## config.mk

```make
export PLATFORM = sky130hd
export DESIGN_NAME = dcache_ctrl_flat
export DESIGN_NICKNAME = d
export VERILOG_FILES = /design/src/rtl/dcache_ctrl_pkg.sv /design/src/rtl/dcache_ctrl_if.sv /design/src/rtl/dcache_array.sv /design/src/rtl/dcache_ctrl.sv /design/src/flat_wrapper.sv
export SDC_FILE = /design/constraint.sdc
export NUM_CORES = 1
export LEC_CHECK = 0
export ABC_CLOCK_PERIOD_IN_PS = 7400
export CORE_ASPECT_RATIO = 0.6
export CORE_MARGIN = 2
export CORE_UTILIZATION = 55
export DETAILED_ROUTE_END_ITERATION = 16
export HOLD_SLACK_MARGIN = 0.08
export PLACE_DENSITY = 0.78
export RECOVER_POWER = 25
export REMOVE_ABC_BUFFERS = 1
export SLEW_MARGIN = 30
export SYNTH_ARGS = -nofsm -noshare
export SYNTH_HDL_FRONTEND = slang
export SYNTH_SLANG_ARGS = --single-unit
```

## constraint.sdc

```tcl
create_clock -name clk -period 7.4 [get_ports clk]
set_clock_uncertainty 0.05 [all_clocks]
set_input_delay 2.22 -clock clk [delete_from_list [all_inputs] [get_ports clk]]
set_output_delay 2.22 -clock clk [all_outputs]
set_load 0.02 [all_outputs]
```

## src/rtl/dcache_ctrl_pkg.sv

```systemverilog
// Shared types, widths and helpers for the data cache controller slice.
// Package name is wisc_cache_pkg so it can be shared with other cache blocks.
package wisc_cache_pkg;

  localparam int WORD_W         = 16;
  localparam int LINE_ADDR_W    = 14;
  localparam int WORDS_PER_LINE = 4;

  typedef enum logic [1:0] {
    IDLE,
    WRITEBACK,
    FILL
  } dc_state_t;

  typedef logic [63:0] line_t;

  // Pick one 16-bit word out of a line; word 0 sits in bits [15:0].
  function automatic logic [WORD_W-1:0] word_sel(input line_t line, input logic [1:0] offset);
    return line[offset*WORD_W +: WORD_W];
  endfunction

endpackage

```

## src/rtl/dcache_ctrl_if.sv

```systemverilog
// Line-transfer bus between the cache controller (master) and main memory (slave).
// Requests are held until mem_rdy pulses for one cycle.
interface dcache_mem_if;
  import wisc_cache_pkg::*;

  logic                   mem_re;
  logic                   mem_we;
  logic [LINE_ADDR_W-1:0] mem_addr;
  line_t                  mem_wline;
  line_t                  mem_rline;
  logic                   mem_rdy;

  modport master (
    output mem_re, mem_we, mem_addr, mem_wline,
    input  mem_rline, mem_rdy
  );

  modport slave (
    input  mem_re, mem_we, mem_addr, mem_wline,
    output mem_rline, mem_rdy
  );

endinterface

```

## src/rtl/dcache_array.sv

```systemverilog
// Tag/valid/dirty/data storage for the direct-mapped data cache.
// One combinational read port; one synchronous write port that either writes a
// whole line (fill: sets valid, clears dirty) or a single word (store: sets dirty).
module dcache_array
  import wisc_cache_pkg::*;
#(
  parameter int LINES = 8,
  localparam int IDX_W = $clog2(LINES),
  localparam int TAG_W = 16 - 2 - IDX_W
) (
  input  logic              clk,
  input  logic              rst,
  input  logic [IDX_W-1:0]  index,
  // full-line write
  input  logic              line_we,
  input  logic [TAG_W-1:0]  line_tag,
  input  line_t             line_data,
  // single-word write
  input  logic              word_we,
  input  logic [1:0]        word_off,
  input  logic [WORD_W-1:0] word_data,
  // read port
  output logic              rd_valid,
  output logic              rd_dirty,
  output logic [TAG_W-1:0]  rd_tag,
  output line_t             rd_line
);

  logic [LINES-1:0] valid_q;
  logic [LINES-1:0] dirty_q;
  logic [TAG_W-1:0] tag_q  [LINES];
  line_t            data_q [LINES];

  assign rd_valid = valid_q[index];
  assign rd_dirty = dirty_q[index];
  assign rd_tag   = tag_q[index];
  assign rd_line  = data_q[index];

  // Status bits: cleared on reset, set/cleared by fills and stores.
  // NOTE: sequential state uses non-blocking (<=) so every flop samples pre-edge values.
  always_ff @(posedge clk) begin
    if (rst) begin
      valid_q <= '0;
      dirty_q <= '0;
    end else if (line_we) begin
      valid_q[index] <= 1'b1;
      dirty_q[index] <= 1'b0;
    end else if (word_we) begin
      dirty_q[index] <= 1'b1;
    end
  end

  // Tag and data storage; written by fills (whole line) and stores (one word).
  // NOTE: the arrays are deliberately not reset; valid bits gate their use, and a
  // reset-free array maps onto RAM instead of a flop bank with a clear tree.
  always_ff @(posedge clk) begin
    if (line_we) begin
      tag_q[index]  <= line_tag;
      data_q[index] <= line_data;
    end else if (word_we) begin
      data_q[index][word_off*WORD_W +: WORD_W] <= word_data;
    end
  end

endmodule

```

## src/rtl/dcache_ctrl.sv

```systemverilog
// Direct-mapped, write-back, write-allocate data cache controller.
// Hits complete in the access cycle; misses raise stall while a dirty victim is
// written back (WRITEBACK) and the missing line is fetched (FILL), then the
// access replays in IDLE and hits.
// Optional build macro DCACHE_STATS_EN adds saturating hit_cnt/miss_cnt outputs.
module dcache_ctrl
  import wisc_cache_pkg::*;
#(
  parameter int LINES          = 8,
  parameter int WORDS_PER_LINE = 4
) (
  input  logic              clk,
  input  logic              rst,
  input  logic              cpu_re,
  input  logic              cpu_we,
  input  logic [15:0]       cpu_addr,
  input  logic [WORD_W-1:0] cpu_wdata,
  output logic [WORD_W-1:0] cpu_rdata,
  output logic              stall,
`ifdef DCACHE_STATS_EN
  output logic [15:0]       hit_cnt,
  output logic [15:0]       miss_cnt,
`endif
  dcache_mem_if.master      mem
);

  localparam int IDX_W = $clog2(LINES);
  localparam int TAG_W = 16 - 2 - IDX_W;

  dc_state_t state;

  logic [IDX_W-1:0] cpu_idx;
  logic [TAG_W-1:0] cpu_tag;
  logic [1:0]       cpu_off;
  logic             active;
  logic             hit;

  logic             rd_valid;
  logic             rd_dirty;
  logic [TAG_W-1:0] rd_tag;
  line_t            rd_line;
  logic             line_we;
  logic             word_we;

  assign cpu_off = cpu_addr[1:0];
  assign cpu_idx = cpu_addr[IDX_W+1:2];
  assign cpu_tag = cpu_addr[15:IDX_W+2];
  assign active  = cpu_re | cpu_we;

  // A fill completes on mem_rdy in FILL; a store merges only on an IDLE hit.
  assign line_we = (state == FILL) && mem.mem_rdy && !rst;
  assign word_we = (state == IDLE) && cpu_we && hit && !rst;

  dcache_array #(.LINES(LINES)) u_array (
    .clk       (clk),
    .rst       (rst),
    .index     (cpu_idx),
    .line_we   (line_we),
    .line_tag  (cpu_tag),
    .line_data (mem.mem_rline),
    .word_we   (word_we),
    .word_off  (cpu_off),
    .word_data (cpu_wdata),
    .rd_valid  (rd_valid),
    .rd_dirty  (rd_dirty),
    .rd_tag    (rd_tag),
    .rd_line   (rd_line)
  );

  // Hit detection, load data and stall, all combinational off the array read.
  // NOTE: every always_comb output gets a default first so no path infers a latch.
  always_comb begin
    hit       = 1'b0;
    cpu_rdata = '0;
    stall     = 1'b0;
    hit       = rd_valid && (rd_tag == cpu_tag);
    if ((state == IDLE) && cpu_re && hit) begin
      cpu_rdata = word_sel(rd_line, cpu_off);
    end
    stall = (state != IDLE) || (active && !hit);
  end

  // Miss FSM with registered memory-side outputs held stable for each request.
  always_ff @(posedge clk) begin
    if (rst) begin
      state         <= IDLE;
      mem.mem_re    <= 1'b0;
      mem.mem_we    <= 1'b0;
      mem.mem_addr  <= '0;
      mem.mem_wline <= '0;
    end else begin
      case (state)
        IDLE: begin
          if (active && !hit) begin
            if (rd_valid && rd_dirty) begin
              state         <= WRITEBACK;
              mem.mem_we    <= 1'b1;
              mem.mem_addr  <= {rd_tag, cpu_idx};
              mem.mem_wline <= rd_line;
            end else begin
              state        <= FILL;
              mem.mem_re   <= 1'b1;
              mem.mem_addr <= cpu_addr[15:2];
            end
          end
        end
        WRITEBACK: begin
          if (mem.mem_rdy) begin
            state         <= FILL;
            mem.mem_we    <= 1'b0;
            mem.mem_re    <= 1'b1;
            mem.mem_addr  <= cpu_addr[15:2];
            mem.mem_wline <= '0;
          end
        end
        FILL: begin
          if (mem.mem_rdy) begin
            state        <= IDLE;
            mem.mem_re   <= 1'b0;
            mem.mem_addr <= '0;
          end
        end
        default: begin
          state         <= IDLE;
          mem.mem_re    <= 1'b0;
          mem.mem_we    <= 1'b0;
          mem.mem_addr  <= '0;
          mem.mem_wline <= '0;
        end
      endcase
    end
  end

`ifdef DCACHE_STATS_EN
  logic replay_q;

  // Marks the IDLE cycle right after a fill so the replayed hit is not counted.
  always_ff @(posedge clk) begin
    if (rst) replay_q <= 1'b0;
    else     replay_q <= (state == FILL) && mem.mem_rdy;
  end

  // Saturating counters: first-evaluation hits and IDLE-detected misses.
  always_ff @(posedge clk) begin
    if (rst) begin
      hit_cnt  <= '0;
      miss_cnt <= '0;
    end else if ((state == IDLE) && active) begin
      if (hit && !replay_q && (hit_cnt != 16'hFFFF)) hit_cnt <= hit_cnt + 16'd1;
      if (!hit && (miss_cnt != 16'hFFFF))            miss_cnt <= miss_cnt + 16'd1;
    end
  end
`endif

endmodule
```

## src/flat_wrapper.sv

```systemverilog
// flat-port wrapper written by rule: the top's interface ports become plain ports
module dcache_ctrl_flat import wisc_cache_pkg::*;
#(
  parameter int LINES          = 8,
  parameter int WORDS_PER_LINE = 4
)
  (clk, rst, cpu_re, cpu_we, cpu_addr, cpu_wdata, cpu_rdata, stall, mem_mem_re, mem_mem_we, mem_mem_addr, mem_mem_wline, mem_mem_rline, mem_mem_rdy);
  dcache_mem_if mem_i ();
  input  logic clk;
  input  logic rst;
  input  logic cpu_re;
  input  logic cpu_we;
  input  logic [15:0] cpu_addr;
  input  logic [WORD_W-1:0] cpu_wdata;
  output logic [WORD_W-1:0] cpu_rdata;
  output logic stall;
  output wire logic [$bits(mem_i.mem_re)-1:0] mem_mem_re;
  output wire logic [$bits(mem_i.mem_we)-1:0] mem_mem_we;
  output wire logic [$bits(mem_i.mem_addr)-1:0] mem_mem_addr;
  output wire logic [$bits(mem_i.mem_wline)-1:0] mem_mem_wline;
  input wire logic [$bits(mem_i.mem_rline)-1:0] mem_mem_rline;
  input wire logic [$bits(mem_i.mem_rdy)-1:0] mem_mem_rdy;
  assign mem_mem_re = mem_i.mem_re;
  assign mem_mem_we = mem_i.mem_we;
  assign mem_mem_addr = mem_i.mem_addr;
  assign mem_mem_wline = mem_i.mem_wline;
  assign mem_i.mem_rline = mem_mem_rline;
  assign mem_i.mem_rdy = mem_mem_rdy;
  dcache_ctrl #(.LINES(LINES), .WORDS_PER_LINE(WORDS_PER_LINE)) u_core (.clk(clk), .rst(rst), .cpu_re(cpu_re), .cpu_we(cpu_we), .cpu_addr(cpu_addr), .cpu_wdata(cpu_wdata), .cpu_rdata(cpu_rdata), .stall(stall), .mem(mem_i));
endmodule
```

==> results of run 1 <==
## metal layers
| layer | wire [µm] | track usage |
|---|---|---|
| met5 | 13 | 0 |
| met2 | 36000 | 0.473 |
| met3 | 12300 | 0.105 |
| met1 | 30300 | 0.442 |
| met4 | 3560 | 0.121 |
## flip-flops by register name, summed over array words and instances, names as in the netlist, named ones only
signal / count
u_core.state: 2
u_core.mem.mem_re: 1
u_core.mem.mem_addr: 14
u_core.mem.mem_wline: 64
u_core.u_array.data_q: 512
u_core.mem.mem_we: 1
u_core.u_array.valid_q: 8
u_core.u_array.tag_q: 88
## synth_stat cells (8+ instances only)
cell | number | area [µm²]
nor2_1 | 59 | 221
a22oi_1 | 258 | 1940
o22ai_1 | 18 | 113
and4_1 | 16 | 140
o32ai_1 | 9 | 78.8
o211ai_1 | 8 | 60.1
mux2_2 | 22 | 248
clkbuf_1 | 71 | 267
nand4_1 | 64 | 400
mux2i_1 | 92 | 921
dfxtp_1 | 98 | 1960
a22o_1 | 65 | 569
buf_2 | 16 | 80.1
nand2b_1 | 18 | 113
nand3_1 | 8 | 40.0
edfxtp_1 | 600 | 18000
nand2_1 | 89 | 334
inv_1 | 84 | 315
buf_1 | 16 | 60.1
mux4_2 | 24 | 541
## timing repair
| item | CTS | global route |
|---|---|---|
| setup endpoints to repair | 17 | 17 |
| gates resized for setup | 52 | 27 |
| buffers inserted | 1 | 3 |
| pin swaps | 5 | 6 |
| gates cloned | 0 | 0 |
## worst reg2reg max path, stage by stage (launching register included)
cell	delay [ns]
edfxtp_1	0.39
mux4_2	0.46
mux2i_1	0.23
xor2_1	0.17
o2111ai_1	0.13
or4_4	0.58
nor2_4	0.13
buf_12	0.15
clkbuf_1	0.40
a21boi_0	0.39
nor2_1	0.17
clkbuf_1	1.03
## cell families (layout without fill, tap and decap cells)
family | Yosys count | count (layout) | synth area share
AOI/OAI and AO/OA | 391 | 391 | 0.111
DFF | 698 | 698 | 0.736
adders and majority gates | 5 | 5 | 0.00231
buffers and inverters | 198 | 628 | 0.0305
muxes | 138 | 138 | 0.0630
xor gates and xnor gates | 7 | 7 | 0.00226
and+or+nand+nor | 289 | 289 | 0.0548
## layout make-up
class | count | area [µm²]
Clock buffer | 77 | 1610
Clock inverter | 31 | 412
Fill cell | 3043 | 14800
Inverter | 85 | 319
Multi-Input combinational cell | 830 | 6470
Sequential cell | 698 | 20000
Tap cell | 640 | 801
Timing Repair Buffer | 435 | 3850
## worst max path at each step
stage | startpoint | to | slack [ns]
2_1_floorplan | cpu_addr[4] | cpu_rdata[10] | -0.55
3_3_place_gp | cpu_addr[4] | cpu_rdata[12] | -0.33
3_5_place_dp | cpu_addr[4] | cpu_rdata[11] | -0.39
4_1_cts | cpu_addr[3] | cpu_rdata[0] | 0.002
5_1_grt | cpu_addr[3] | cpu_rdata[15] | 0.04
6_report | cpu_addr[3] | cpu_rdata[0] | 0.06
## per-stage QoR
step	hold slack [ns]	worst slack [ns]	cells	cell area, µm²
global route	0.442	0.0373	2796	33400
global placement	0.392	-0.330	2684	31500
detailed placement	0.389	-0.388	2684	31500
floorplan	0.394	-0.553	1613	26600
CTS	0.404	0.00162	2793	33600
finish	0.398	0.0586	2796	33400
## layout by cell type, fill, tap and decap left out, types with 60 or more instances in the layout
cell type,Yosys,layout
nand2_1,89,89
nand4_1,64,64
dlygate4sd3_1,0,92
buf_4,3,187
dfxtp_1,98,98
a22o_1,65,65
clkbuf_16,0,60
inv_1,84,84
clkdlybuf4s50_1,0,86
edfxtp_1,600,600
mux2i_1,92,92
a22oi_1,258,255
## power by group
group / switching [W] / internal (W)
clock: 0.00138 / 0.00187
combinational: 0.000404 / 0.000269
sequential: 0.0000135 / 0.00430
total: 0.00180 / 0.00644
==> impl.org, run 1 <==
** Run status
- Result of the run :: complete, but fails checks
- Violations in the final reports :: capacitance limit, slew limit

** Critical path
- Top fanout value on the critical path :: 25
- Buffers and inverters on the worst path :: 7
- Slowest CP cell :: mux4_2
- The cell that appears most often on the critical path is buf_12.
- CP delay by family, top :: buffers and inverters
- Capturing point of the worst reg2reg path :: u_core.u_array.data_q[5][26]
- Largest stage delay on the critical path :: 0.59 ns
- STA puts the critical path data arrival time at 5.07 ns.
- The critical path goes through clkdlybuf4s50_1 > buf_12 > nand2_1 > buf_12 > buf_12 > nor2_4 > buf_12 > buf_4 > a22oi_1 > nand4_1 > mux4_2 > and4_1 > buf_2.
- Counting buffers and inverters, the worst setup path is 13 cells deep.
- Critical Path Source Type :: input pin
- The startpoint identified for the worst register-to-register timing path is u_core.u_array.tag_q[4][9].
- At the worst endpoint, the required time is 5.13 ns.
- The worst register-to-register path has a depth of 11.
- Crit Path Category :: in2out
- The worst setup path is captured at a primary output.
- Reg-to-reg setup timing slack :: around 2.7 ns

** Clocking
- Library cell used as clock root buffer :: clkbuf_16
- Counting the buffers created by CTS gives 58.
- TritonCTS built the clock tree.
- The H-tree was split into 2 levels.
- Clock-pin slew was measured on the worst setup and hold paths at 0.07 ns.
- The clock reaches the later pin of the worst-skew pair after ~0.6 ns.
- In this run, post-CTS hold repair placed 0 buffers.
- Max Buffers Root-to-Sink :: 3
- Clock sink total :: 698

** Global routing
- Pin count of the biggest net entering global routing :: 45
- Initial antenna violation count :: 1
- Global-route wire length before repair :: between 100000 and 150000 µm
- Summed over all layers, the global routing overflow is 0.
- Overall Global Routing Usage :: 0.319
- The via count of the first global-routing pass came to 18300.

** Power and ir drop
- Across the VDD grid, the largest voltage drop is around 210 µV.
- P per Cell Area :: roughly 250 nW/µm²
- The analysis attributes to cell leakage a power of approximately 12 nW.
- The design draws 0.00824 W.

** Min path
- Terminating pin of the worst hold path :: u_core.mem.mem_we
- Hold-critical path depth :: 1
- Type of the worst min-delay path :: reg2reg
- In this run the most critical hold path is launched from u_core.mem.mem_we.

** Routing
- Number of design-rule violations left by the first detailed-router iteration :: 2570
- Per-cell via count in the routed design :: 6.53
- After detailed routing, the number of remaining DRC violations is 0.
- Routed length per placed instance :: 29.3 µm
- Post-route antenna net violation count :: 0
- DR vias :: 18300
- For this block, the routed nets add up to 82100 µm of wire.
- Number of optimization iterations in the first detailed-route pass :: 6

** Synth
- Synthesis produced approximately 1700 cells.
- Share of flip-flops with an asynchronous set or reset :: 0
- In this run the mean area of a mapped cell was 15.7 µm².
- The synthesized netlist occupies a cell area of 27100 µm².
- Flip-flop and latch count after synthesis :: 698
- In this run, synthesis inferred 600 flip-flops with an integrated enable.
- The most used flip-flop cell after synthesis is edfxtp_1.
- Warning count from the yosys run :: 0
- Of the synthesized area, sequential elements account for 0.736.
- Count of cell types in the netlist :: 53

** Timing
- Sum Neg Setup Slack :: 0 ns
- Final Hold Violating Endpoints :: 0
- # setup viols final :: 0
- Relative slew slack :: -0.103
- Post-route minimum period :: 7.34 ns
- Of the available clock period, the critical path in the final layout requires 0.992.
- Based on the critical path, the design can be clocked at up to 136 MHz.
- Setup repair after global routing left no endpoint under its margin.
- Slew Viols, Final :: 13
- Slew @ Worst Pin :: roughly 1.6 ns

** Placed design
- During placement, the flow inserted port buffers numbering 197.
- Detailed placement finished with a half-perimeter wire length of 53600 µm.
- The congestion estimate from routability-driven global placement came to 0.935.

** Final layout
- Proportion of layout cells with a drive suffix above 1 :: 0.186
- At the end of the flow the core is filled with cells to 0.693.
- NumNets Final :: ~2200
- Post-synthesis to final-layout area growth :: 23.2%
- The repair_antennas step left the layout with diodes totalling 0.

** Floorplanning
- Measured along the y axis, the die boundary spans 176 µm.
- The total area inside the core boundary comes to roughly 48000 µm².
- Floorplan die area :: approximately 50000 µm²
- The initial utilization of the core area, before any placement, comes to 0.562.
- Die Wd :: 291 µm
- Top Ports :: a little under 200
- Row cnt :: 62

** Job
- The tool flagged a number of max-cap violations equal to 1.
No activity file was read; power rests on OpenSTA's default activity.
==> inputs of run 2 (changes only) <==
--- a/config.mk
+++ b/config.mk
@@ -6,12 +6,14 @@
 export NUM_CORES = 1
 export LEC_CHECK = 0
 export ABC_CLOCK_PERIOD_IN_PS = 7400
+export CELL_PAD_IN_SITES_DETAIL_PLACEMENT = 0
+export CELL_PAD_IN_SITES_GLOBAL_PLACEMENT = 1
 export CORE_ASPECT_RATIO = 0.6
 export CORE_MARGIN = 2
-export CORE_UTILIZATION = 55
+export CORE_UTILIZATION = 49
 export DETAILED_ROUTE_END_ITERATION = 16
 export HOLD_SLACK_MARGIN = 0.08
-export PLACE_DENSITY = 0.78
+export PLACE_DENSITY = 0.81
 export RECOVER_POWER = 25
 export REMOVE_ABC_BUFFERS = 1
 export SLEW_MARGIN = 30
==> impl.org, run 2 (synthesized netlist as in run 1, its figures left out) <==
** Clocking
- Clock tree synthesis found a total of 698 sinks.
- The H-tree was split into 2 levels.
- CTS clk-pin slew, worst paths :: roughly 0.070 ns
- Buffers inserted during clock tree synthesis total 60.
- TritonCTS built the clock tree.
- Clock tree synthesis selected as its root buffer the cell clkbuf_16.
- Skew-Pair Late Insertion Delay :: roughly 0.6 ns
- Counting along the longest clock path gives a buffer depth of 3.

** Critical path
- Worst endpoint data arrival time :: 5.01 ns
- The worst register-to-register path begins at u_core.u_array.tag_q[5][9].
- Measured in cells, the most critical reg-to-reg path has a length of 11.
- Data on the critical path is required at its endpoint by 5.13 ns.
- In this design, the stage delay of the slowest critical-path cell is 0.56 ns.
- Reg-to-reg setup timing slack :: 3.10 ns
- The critical path is of the in2out type.
- Crit path capture type :: primary output
- Of all nets on the critical path, the largest fanout is 8.
- In this run the critical register-to-register path is captured at u_core.u_array.data_q[2][9].
- STA classifies the critical path startpoint as an input pin.
- Slowest CP cell :: or4_4
- Cells along the critical path :: clkbuf_2 > bufbuf_16 > nand2b_1 > buf_4 > o22ai_1 > a221oi_2 > buf_4 > xor2_1 > or4_4 > nor2_4 > bufbuf_16 > and4_1 > clkdlybuf4s15_2

** Final layout
- Of the cells placed in the final design, the portion with a size suffix greater than 1 is 0.182.
- The register with the most flip-flops in the layout has 512 of them.
- Ranked by flip-flop count, first place goes to u_core.u_array.data_q.
- After routing the design area is 33600 µm².
- NumNets Final :: 2207
- Commonest non-fill, non-tap cell in the layout :: edfxtp_1
- Number of standard cells in the final layout excluding fillers :: roughly 2900
- In the final layout, flip-flops and latches occupy 20000 µm².
- The area growth from synthesis to layout is 23.9%.
- In the final layout, the registers with the most flip-flops are u_core.u_array.data_q (512), u_core.u_array.tag_q (88), u_core.mem.mem_wline (64).
- Filler instances :: 3969
- Leading cell types in the layout, fill and taps excluded :: edfxtp_1 (600), a22oi_1 (258), buf_4 (174)
- Area of the multi-input gates :: 6450 µm²

** Global routing
- Global-route wire length before repair :: 118000 µm
- Entering global routing, the biggest net connects 66 pins.
- Number of global-route vias before repair :: 17100
- Initial antenna violation count :: 4
- In the global route stage, overall resource usage came out at 0.286.
- Global routing finished with a remaining overflow of 0.

** Run status
- Result of the run :: complete, but fails checks
- The checks that failed: capacitance limit, slew limit.

** Min path
- Hold-critical path depth :: 1
- The path with the worst hold slack has its endpoint at u_core.mem.mem_we.
- Startpoint of the lowest-slack hold path :: u_core.mem.mem_we
- Type of the worst min-delay path :: reg2reg

** Floorplanning
- In this run the standard cell core region covers ~54000 µm².
- The initial utilization of the core area, before any placement, comes to 0.499.
- The initialized floorplan defines between 60 and 70 standard-cell rows.
- Floorplan die area :: about 57000 µm²
- Die Wd :: 308 µm
- 198 I/O pins were placed.
- The die is 186 µm tall.

** Timing
- Relative slew slack :: -0.157
- For the pin with the worst max-slew slack, the measured transition is ~1.7 ns.
- Sum Neg Setup Slack :: 0 ns
- Slew Viols, Final :: 52
- Post-route minimum period :: 7.28 ns
- Setup repair after global routing missed its margin :: no
- Timing-limited maximum frequency :: 137 MHz
- Dividing the final minimum period by the clock period gives 0.984.
- Final Hold Violating Endpoints :: 0
- # setup viols final :: 0

** Routing
- After detailed routing, the number of remaining DRC violations is 0.
- DR vias :: roughly 18000
- The count of nets left with antenna violations once routing finished came out at 0.
- Routed length per placed instance :: roughly 29 µm
- In the routed layout, each cell is associated on average with a via count of about 6.2.
- Number of design-rule violations left by the first detailed-router iteration :: approximately 2300
- For this run, the detailed router's first-pass iteration total came to 6.
- For this block, the routed nets add up to 83100 µm of wire.

** Power and ir drop
- Across the VDD grid, the largest voltage drop is 177 µV.
- The analysis attributes to net switching a power of 0.00184 W.
- Internal power comes to 0.00633 W.
- P per Cell Area :: 243 nW/µm²
- Summed over all cells, the static leakage comes to 12.0 nW.
- Proportion of power drawn by flip-flops and latches :: 0.528
- The share of total power dissipated in combinational logic is 0.082.
- Clock share of power :: 0.390
- Of the total power, the share spent switching nets is 0.225.

** Placed design
- Cell Area, Placed :: 31600 µm²
- In this run, placement finished with an instance count of 2747.
- Port buffering added 197 buffers.
- DP HPWL :: 54200 µm
- At the end of routability-driven placement, the weighted congestion stood at between 0.9 and 1.

** Job
- # Max-Cap Violations :: 4
==> run 2: cell count changes in the layout (fill, tap and decap cells not counted), sizes merged, moves of 2 or more <==
cell,delta
buf,-11
clkbuf,-10
clkinvlp,+7
dlygate4sd2,+7
bufinv,-4
bufbuf,+2
clkdlybuf4s15,+2
clkinv,+2
==> run 2: final cells by class <==
cell class / instances / area share
tap: 714 / 0.0266
timing repair buffer: 426 / 0.119
inverter: 85 / 0.00949
multi-input combinational: 830 / 0.192
clock buffer: 75 / 0.0482
clock inverter: 37 / 0.0107
sequential: 698 / 0.594
antenna: 1 / 0.0000745
==> run 2: worst max-delay path, delay by kind of cell <==
kind / cells / cell delay, ns
AO/OA/AOI/OAI: 2 / 0.37
XOR/XNOR: 1 / 0.07
buffers and inverters: 6 / 1.30
AND/OR/NAND/NOR: 4 / 1.04
==> run 2: routing by layer <==
metal,vias to the layer above,routed length (µm),track usage
li1,7607,-,-
met1,9003,34000,0.417
met2,1152,36800,0.429
met3,146,10000,0.0746
met4,2,2240,0.0804
met5,-,15,0
==> run 2: through the flow <==
step                utilization  power [W]  hold WS, ns  worst slack, ns
floorplan                     -    0.00464        0.394           -0.553
global placement          0.581    0.00504        0.391           -0.255
detailed placement        0.581    0.00505        0.393           -0.326
CTS                       0.620    0.00817        0.409          0.00146
global route              0.618    0.00837        0.419          0.00116
finish                    0.618    0.00817        0.404            0.119
==> run 2: power by group through the flow <==
stage          Sequential, W  Clock, W  Combinational (W)
6_report             0.00431   0.00318           0.000672
5_1_grt              0.00431   0.00336           0.000700
4_1_cts              0.00431   0.00320           0.000668
3_5_place_dp         0.00440         0           0.000658
3_3_place_gp         0.00439         0           0.000646
2_1_floorplan        0.00440         0           0.000239
==> run 2: worst max-delay path by stage <==
stage | from | to
detailed placement | cpu_addr[4] | cpu_rdata[15]
CTS | cpu_addr[3] | stall
floorplan | cpu_addr[4] | cpu_rdata[10]
global route | cpu_addr[2] | cpu_rdata[15]
global placement | cpu_addr[3] | cpu_rdata[12]
finish | cpu_addr[3] | cpu_rdata[7]
==> run 2: repair_timing <==
item,4_1_cts,5_1_grt
setup buffers,4,0
pin swaps,3,2
cloned,2,0
setup endpoints to repair,17,17
resized for setup,47,10
hold buffers,0,0
==> inputs of run 3 (changes only) <==
--- a/config.mk
+++ b/config.mk
@@ -10,12 +10,14 @@
 export CELL_PAD_IN_SITES_GLOBAL_PLACEMENT = 1
 export CORE_ASPECT_RATIO = 0.6
 export CORE_MARGIN = 2
-export CORE_UTILIZATION = 49
+export CORE_UTILIZATION = 40
 export DETAILED_ROUTE_END_ITERATION = 16
 export HOLD_SLACK_MARGIN = 0.08
-export PLACE_DENSITY = 0.81
+export MAX_ROUTING_LAYER = met4
+export PLACE_DENSITY = 0.68
 export RECOVER_POWER = 25
 export REMOVE_ABC_BUFFERS = 1
+export SKIP_LAST_GASP = 1
 export SLEW_MARGIN = 30
 export SYNTH_ARGS = -nofsm -noshare
 export SYNTH_HDL_FRONTEND = slang
==> impl.org, run 3 (synthesized netlist as in run 1, its figures left out) <==
** Run status
- Result of the run :: complete, but fails checks
- The checks that failed: capacitance limit, slew limit.

** Floorplanning
- Floorplan die area :: about 70000 µm²
- Measured along the x axis, the die boundary spans 340 µm.
- Top Ports :: 198
- Row cnt :: 73
- Vertical extent of the die :: 206 µm
- Initial Util :: 0.407
- Core region area :: 66700 µm²

** Placed design
- Weighted congestion reported at the end of routability-driven placement :: 0.884
- During placement, the flow inserted port buffers numbering 197.
- DP HPWL :: 58500 µm
- The number of placed instances, taps included, is 2945.

** Clocking
- Skew-Pair Late Insertion Delay :: 0.61 ns
- The H-tree generated during clock tree synthesis spans 3 levels.
- Clock sink total :: 698
- The number of clock buffers added by TritonCTS is 67.
- The cell sitting at the root of the clock tree is a clkbuf_16.
- CTS clk-pin slew, worst paths :: about 0.06 ns
- Counting along the longest clock path gives a buffer depth of 3.
- TritonCTS built the clock tree.

** Min path
- In this run the worst hold path is classified as reg2reg.
- Along the worst hold path, the cell count comes to 1.
- Startpoint of the lowest-slack hold path :: u_core.mem.mem_wline[55]

** Routing
- DR vias :: between 15000 and 20000
- Top metal layer carrying routed signals :: met4
- Sum of routed wire segments on met1 :: 38400 µm
- Dividing the detail-routed via count by the number of cells gives ~5.8.
- Number of optimization iterations in the first detailed-route pass :: 6
- Once detail routing completed, the nets flagged for antenna violations numbered 0.
- After detailed routing, the average wire length per cell comes to 28.8 µm.
- Number of design-rule violations left by the first detailed-router iteration :: 2501
- Final routed wirelength across all metal layers :: 88600 µm
- After detailed routing, the number of remaining DRC violations is 0.
- Routed wire length on met3 :: a little over 10000 µm
- In the detailed route, the total length drawn on met2 is 37700 µm.

** Critical path
- The critical path starts at cpu_addr[2].
- The critical path is of the in2out type.
- Measured in cells, the most critical reg-to-reg path has a length of 9.
- STA classifies the critical path startpoint as an input pin.
- In this design, the stage delay of the slowest critical-path cell is about 0.58 ns.
- At the worst endpoint, the arrival time is 5.01 ns.
- Slowest CP cell :: or4_4
- STA classifies the critical path endpoint as a primary output.
- Counting stages on the worst path, the most repeated cell is buf_4.
- Cells along the critical path :: buf_4 > buf_12 > mux2_2 > o22ai_1 > or3_1 > o2111ai_1 > or4_4 > nor2_4 > buf_4 > and4_1 > clkdlybuf4s15_2
- Worst EP required :: between 5 and 6 ns
- In this run the worst path has a maximum fanout of 22.
- In this run the critical register-to-register path is launched from u_core.u_array.tag_q[4][9].

** Final layout
- After the last flow step, the layout net total stands at 2232.
- The register with the most flip-flops in the layout has 512 of them.
- Leaving out filler cells and counting taps, the final layout contains 3079.
- Util after Layout :: 0.512
- Area of the multi-input gates :: between 6000 and 7000 µm²
- The library cell used most frequently in the layout, excluding fill and tap cells, is edfxtp_1.
- Proportion of layout cells with a drive suffix above 1 :: 0.197
- The sequential cells in the finished layout cover a total of 20000 µm².
- Largest reg by FF count :: u_core.u_array.data_q
- Leaving out fill and tap cells, the most frequent cells in the layout are edfxtp_1 (600), a22oi_1 (258), buf_4 (193).
- Largest regs :: u_core.u_array.data_q (512), u_core.u_array.tag_q (88), u_core.mem.mem_wline (64)
- Filler instances :: 5546
- Post-synthesis to final-layout area growth :: 25.9%

** Timing
- Setup violations remaining at the end of the flow were counted as 0.
- Final Hold Violating Endpoints :: 0
- Of the available clock period, the critical path in the final layout requires 0.984.
- Headroom to the max-slew limit came out at -0.230.
- Setup repair after global routing left no endpoint under its margin.
- After routing, the total negative slack on setup checks comes to 0 ns.
- Final worst hold slack :: approximately 0.42 ns
- Slew @ Worst Pin :: 1.84 ns
- The final max-slew violation count was 68.
- Timing-limited maximum frequency :: ~140 MHz
- Post-route minimum period :: 7.28 ns

** Global routing
- The initial antenna violation count came to 4.
- In the global route stage, overall resource usage came out at 0.258.
- Pin count of the biggest net entering global routing :: 40
- The first global-routing pass estimated 125000 µm of wire.
- The via count of the first global-routing pass came to 17300.
- Global routing finished with a remaining overflow of 0.

** Job
- The tool flagged a number of max-cap violations equal to 2.

** Power and ir drop
- P per Cell Area :: 249 nW/µm²
- Worst vdd rail ir drop :: 174 µV
- In this run the static leakage power is 12.2 nW.
run 3: cell type report:
class,count,share of cell area
Antenna cell,1,0.0000733
Clock buffer,80,0.0520
Clock inverter,41,0.0123
Inverter,85,0.00934
Multi-Input combinational cell,830,0.190
Sequential cell,698,0.585
Tap cell,900,0.0330
Timing Repair Buffer,444,0.119
run 3: final timing paths:
kind / end / slack [ns]
setup / recovery: cpu_rdata[1] / 0.12
hold / removal: u_core.mem.mem_wline[55] / 0.42
setup reg to reg: u_core.u_array.data_q[6][0] / 3.33
hold reg to reg: u_core.mem.mem_wline[55] / 0.42
run 3: what timing repair did:
action | 4_1_cts | 5_1_grt
pin swaps | 5 | 4
setup endpoints to repair | 17 | 16
cloned | 2 | 0
buffers inserted | 7 | 3
hold buffers | 0 | 0
gates resized for setup | 30 | 34
run 3: metal layers:
metal,track usage,up-vias
li1,-,7672
met1,0.367,9108
met2,0.357,996
met3,0.0799,130
met4,0.0684,0
met5,-,-
run 3: stage by stage:
stage / area [µm²] / total power (W) / setup WS, ns
floorplan: 26600 / 0.00464 / -0.553
global placement: 31900 / 0.00506 / -0.407
detailed placement: 31900 / 0.00507 / -0.516
CTS: 34200 / 0.00853 / -0.00858
global route: 34200 / 0.00871 / 0.0138
finish: 34200 / 0.00849 / 0.118
run 3: critical path, delay by kind of cell:
family,cells,cell delay [ns]
AO/OA/AOI/OAI,2,0.37
buffers and inverters,4,0.86
multiplexers,1,0.40
AND/OR/NAND/NOR,4,1.14
run 3: where the power goes:
group	switching, W	internal [W]	total, W
Combinational	0.000415	0.000278	0.000693
Clock	0.00148	0.00200	0.00349
Sequential	0.0000135	0.00430	0.00431
